## src/rtl/dm_port_arbiter.sv

```systemverilog
// dm_port_arbiter: shares the single data-memory port between the CPU MEM
// stage and a secondary bus master (DMA / loader).
//
// Handshake summary:
//   CPU side : cpu_req presents an access; it completes in any cycle where
//              cpu_stall is low (writes land at that posedge, cpu_rdata is
//              valid combinationally in that cycle). While cpu_stall is high
//              the MEM stage must hold its request unchanged.
//   DMA side : dma_req presents an access whose fields stay stable until
//              dma_gnt; dma_gnt high means the access is performed at this
//              posedge. A granted read returns dma_rvalid/dma_rdata exactly
//              one cycle later. Dropping dma_req ends DMA tenure at once.
//
// The CPU owns the port by default. DMA gets in either when the CPU is idle,
// or after it has been denied STARVE_LIMIT consecutive cycles; once in, it
// keeps the port for at most BURST_MAX cycles while the CPU is waiting.
module dm_port_arbiter #(
  parameter int STARVE_LIMIT = 4,
  parameter int BURST_MAX    = 4
) (
  input  logic        clk,
  input  logic        reset,
  // CPU MEM stage
  input  logic        cpu_req,
  input  logic [29:0] cpu_addr,
  input  logic [3:0]  cpu_we,
  input  logic [31:0] cpu_wdata,
  output logic        cpu_stall,
  output logic [31:0] cpu_rdata,
  // secondary master
  input  logic        dma_req,
  input  logic [29:0] dma_addr,
  input  logic [3:0]  dma_we,
  input  logic [31:0] dma_wdata,
  output logic        dma_gnt,
  output logic        dma_rvalid,
  output logic [31:0] dma_rdata,
  // physical data memory
  output logic [29:0] mem_addr,
  output logic [3:0]  mem_we,
  output logic [31:0] mem_wdata,
  input  logic [31:0] mem_rdata,
  // observation of the arbitration state
  output logic        dbg_state_dma,
  output logic [7:0]  dbg_starve_cnt,
  output logic [7:0]  dbg_burst_cnt
);

  typedef enum logic {
    S_CPU = 1'b0,
    S_DMA = 1'b1
  } state_t;

  localparam logic [7:0] STARVE_LIM8 = 8'(STARVE_LIMIT);
  localparam logic [7:0] BURST_MAX8  = 8'(BURST_MAX);

  state_t      state;
  state_t      state_nxt;
  logic [7:0]  starve_cnt;
  logic [7:0]  starve_nxt;
  logic [7:0]  burst_cnt;
  logic [7:0]  burst_nxt;
  logic        owner_dma;
  logic        starve_hit;
  logic        burst_hit;
  logic        dma_rd_gnt;

  // With STARVE_LIMIT==0 the DMA is always considered starved, so it wins
  // every cycle it asks; the generate keeps an always-true compare out of
  // the netlist in that configuration.
  generate
    if (STARVE_LIMIT == 0) begin : g_no_starve
      assign starve_hit = 1'b1;
    end else begin : g_starve
      assign starve_hit = (starve_cnt >= STARVE_LIM8);
    end
  endgenerate

  assign burst_hit = (burst_cnt >= BURST_MAX8);

  // Ownership decision for this cycle and the FSM next state.
  always_comb begin
    owner_dma = 1'b0;
    state_nxt = S_CPU;
    case (state)
      S_CPU: owner_dma = dma_req && (!cpu_req || starve_hit);
      S_DMA: owner_dma = dma_req && (!cpu_req || !burst_hit);
    endcase
    // Nobody but the CPU path may touch the port while reset is asserted.
    if (!reset) begin
      owner_dma = 1'b0;
    end
    state_nxt = owner_dma ? S_DMA : S_CPU;
  end

  // Saturating counter updates: burst counts consecutive DMA grants, starve
  // counts consecutive cycles DMA was refused in favour of a CPU access.
  always_comb begin
    burst_nxt  = 8'd0;
    starve_nxt = 8'd0;
    if (owner_dma) begin
      burst_nxt = burst_hit ? BURST_MAX8 : burst_cnt + 8'd1;
    end
    if (dma_req && !owner_dma && cpu_req) begin
      starve_nxt = starve_hit ? STARVE_LIM8 : starve_cnt + 8'd1;
    end
  end

  // Port mux: the owner drives the memory; an idle CPU never writes.
  always_comb begin
    mem_addr  = cpu_addr;
    mem_wdata = cpu_wdata;
    mem_we    = cpu_req ? cpu_we : 4'd0;
    if (owner_dma) begin
      mem_addr  = dma_addr;
      mem_wdata = dma_wdata;
      mem_we    = dma_we;
    end
  end

  assign dma_gnt    = owner_dma;
  assign cpu_stall  = cpu_req && owner_dma;
  assign cpu_rdata  = mem_rdata;
  assign dma_rd_gnt = owner_dma && (dma_we == 4'd0);

  assign dbg_state_dma  = (state == S_DMA);
  assign dbg_starve_cnt = starve_cnt;
  assign dbg_burst_cnt  = burst_cnt;

  // FSM state and arbitration counters.
  always_ff @(posedge clk) begin
    if (!reset) begin
      state      <= S_CPU;
      starve_cnt <= 8'd0;
      burst_cnt  <= 8'd0;
    end else begin
      state      <= state_nxt;
      starve_cnt <= starve_nxt;
      burst_cnt  <= burst_nxt;
    end
  end

  // Registered DMA read return; data holds between granted reads.
  always_ff @(posedge clk) begin
    if (!reset) begin
      dma_rvalid <= 1'b0;
      dma_rdata  <= 32'd0;
    end else begin
      dma_rvalid <= dma_rd_gnt;
      if (dma_rd_gnt) begin
        dma_rdata <= mem_rdata;
      end
    end
  end

endmodule
```

## config.mk

```make
export PLATFORM = sky130hd
export DESIGN_NAME = dm_port_arbiter
export DESIGN_NICKNAME = d
export VERILOG_FILES = /design/src/rtl/dm_port_arbiter.sv
export SDC_FILE = /design/constraint.sdc
export NUM_CORES = 1
export LEC_CHECK = 0
export BUFFER_PORTS_ARGS = -buffer_cell sky130_fd_sc_hd__buf_2
export CORE_AREA = 2 2 123 125
export DETAILED_ROUTE_END_ITERATION = 12
export DIE_AREA = 0 0 125 127
export HOLD_SLACK_MARGIN = 0.06
export SETUP_SLACK_MARGIN = 0.02
export SLEW_MARGIN = 5
export SYNTH_ARGS = -nofsm -noshare
export SYNTH_HDL_FRONTEND = slang
export SYNTH_SLANG_ARGS = --single-unit
```

## constraint.sdc

```tcl
create_clock -name clk -period 3.05 [get_ports clk]
set_input_delay 0.61 -clock clk [delete_from_list [all_inputs] [get_ports clk]]
set_output_delay 0.61 -clock clk [all_outputs]
set_load 0.02 [all_outputs]
```

==> results.toml <==
[status]
status = "completed"

[clock_network]
cts.sinks = 50
clock_latency_ns = 0.29
clkTransAtPathRegs_ns = 0.07
cts_tree = "yes"
cts_buffers = 5
cts.path.max_buffers = 2
cts_root_buf = "clkbuf_16"
hold_buffers = 0
cts_max_level = 2

[detailed_routing]
drtAntennaViolNets = 0
routed_wl_mm = 12.1
wl_met3_mm = 1.02
drc = 0
drtIter0Drc = 111
wl_met2_mm = 5.74
wl_per_cell_um = 15.4
top_layer = "met4"
first_pass_iters = 4
drt-vias-per-instance = 3.93
route.vias.total = 3085
met1Wirelength_mm = 5.23

[pwr]
ir_drop_uv = 266
powerDensity_mw_per_mm2 = 384
leakagePower_uw = 0.00315

[critical_path]
crit_path_end_kind = "primary output"
crit_arrival_ns = 2.36
path_class = "register to primary output"
cp_data_required_time_ns = 2.44
worstPathMaxFanout = 40
crit_path_start_kind = "register"
crit_start = "dbg_burst_cnt[6]$_SDFF_PP0_"
reg2regPathDepth = 6
rr_startpoint = "dbg_burst_cnt[6]$_SDFF_PP0_"

[worst_hold_path]
hold_start = "dma_rdata[1]$_SDFFE_PN0P_"
hp-class = "register to register"
whs_path_depth = 2

[timing]
worstMarginPinSlew_ns = 0.569
fin_crit_sh_pct = 97.2
max-slew-margin-rel_pct = 62.1
setup_violations = 0
max_freq_mhz = 337
finalCriticalPeriod_ns = 2.97
hold_ws_ns = 0.454
rsz0062_at_grt = "yes"
hold_viol = 0
fin_skew_ns = 0.00524
final_max_slew_viol_count = 0

[floorplanning]
die_h_um = 127
dieArea_mm2 = 0.0159
coreArea_mm2 = 0.0144
start_util_pct = 22.2
io_pins = 318
dieWidth_um = 125
rows = 44

[finish]
drive_gt1_share_pct = 66.8
finalNonFillerCells = 784
final_cell_mix = "buf_2 (292), mux2_4 (60), dfxtp_1 (50), inv_1 (46), nand2_1 (39)"
area_growth_pct = 56.6
final_area_mm2 = 0.00501
layout_commonest_cell = "buf_2"
fin_nets = 770

[synthesis]
synth_top_area_share_pct = 31.3
seq_area_frac_synth_pct = 31.3
ys_warn_count = 0
avgSynthCellArea_um2 = 10.5
syn_area_mm2 = 0.00320
synth_top_area_cell = "dfxtp_1"
synth_area_leaders = "dfxtp_1 (31%), mux2_4 (28%), mux2i_1 (11%)"
synth_cell_types = 23
syn_inst = 304
synth_seq_cells = 50

[placed_design]
dp_hpwl_mm = 10.1
gp_congestion = 0.819
dp_cells = 775
post_dp_cell_area_mm2 = 0.00473
port_buffers = 317

[global_route]
grt_pass1_vias = 2919
grt_use_total_pct = 13.5
grt_pass1_wl_mm = 16.8
grt_overflow_total = 0
grt_antenna_before_repair = 0
grt_max_degree = 41

[run]
maxCapViolCount = 0
## cells in the mapped netlist, drive strengths merged
cell type / number
inv: 46
nand2: 39
o41ai: 1
buf: 43
ha: 4
o21bai: 1
mux2i: 36
or3: 1
conb: 1
mux2: 62
clkbuf: 4
a21oi: 1
o21ai: 1
dfxtp: 50
or4: 2
nor2: 6
nor4: 4
nor3: 2
## report_power, final
group	internal, uW	switching [uW]	leakage, uW
sequential	667	9.67	0.000408
clock	388	248	0.0000771
combinational	291	319	0.00267
## metal layers
metal	global-route usage [%]	up-vias
met4	2.88	0
met3	3.81	7
li1	-	1524
met5	0	-
met2	22.3	166
met1	17.8	1388
## critical path: stages (launching register included)
cell and delay (ns):
dfxtp_1 0.31, or4_4 0.55, o41ai_4 0.33, o21bai_4 0.13, buf_12 0.23, mux2_4 0.34
buf_4 0.16
## sequential cells by signal, summed over array words and instances, names as in the netlist
signal / count
dbg_burst_cnt: 8
dbg_starve_cnt: 8
dbg_state_dma: 1
dma_rdata: 32
dma_rvalid: 1
## area by class of cell
class / count / area (um2)
sequential: 50 / 1000
antenna: 1 / 2.50
timing repair buffer: 325 / 1750
fill: 1510 / 9410
clock inverter: 2 / 37.5
inverter: 46 / 173
multi-input combinational: 170 / 1690
clock buffer: 6 / 129
tap: 184 / 230
## stage by stage
step / setup TNS (ns) / total power (uW) / utilization [%] / setup WS [ns]
5_1_grt: -0.738 / 2000 / 34.7 / -0.0339
6_report: 0 / 1920 / 34.7 / 0.0841
3_3_place_gp: 0 / 1270 / 32.8 / 0.375
3_5_place_dp: 0 / 1270 / 32.8 / 0.358
4_1_cts: 0 / 1930 / 34.0 / 0.0263
2_1_floorplan: 0 / 1060 / - / 0.358
## cell families after synthesis
logic type	count (synthesis)	synth area share, %
AOI/OAI and AO/OA	4	1.64
other	1	0.117
DFF	50	31.3
and+or+nand+nor	54	7.16
muxes	98	40.1
adders and majority gates	4	1.56
buffers and inverters	93	18.1
## timing repair
item,4_1_cts,5_1_grt
endpoints found under the setup margin,0,58
buffers inserted,0,0
gates resized for setup,0,36
## final timing paths
kind / end / slack, ns
min: dma_rdata[1]$_SDFFE_PN0P_ / 0.45
min reg2reg: dma_rdata[1]$_SDFFE_PN0P_ / 0.45
max: mem_addr[20] / 0.08
max reg2reg: dma_rdata[0]$_SDFFE_PN0P_ / 0.96
(Power assumes the default switching activity.)
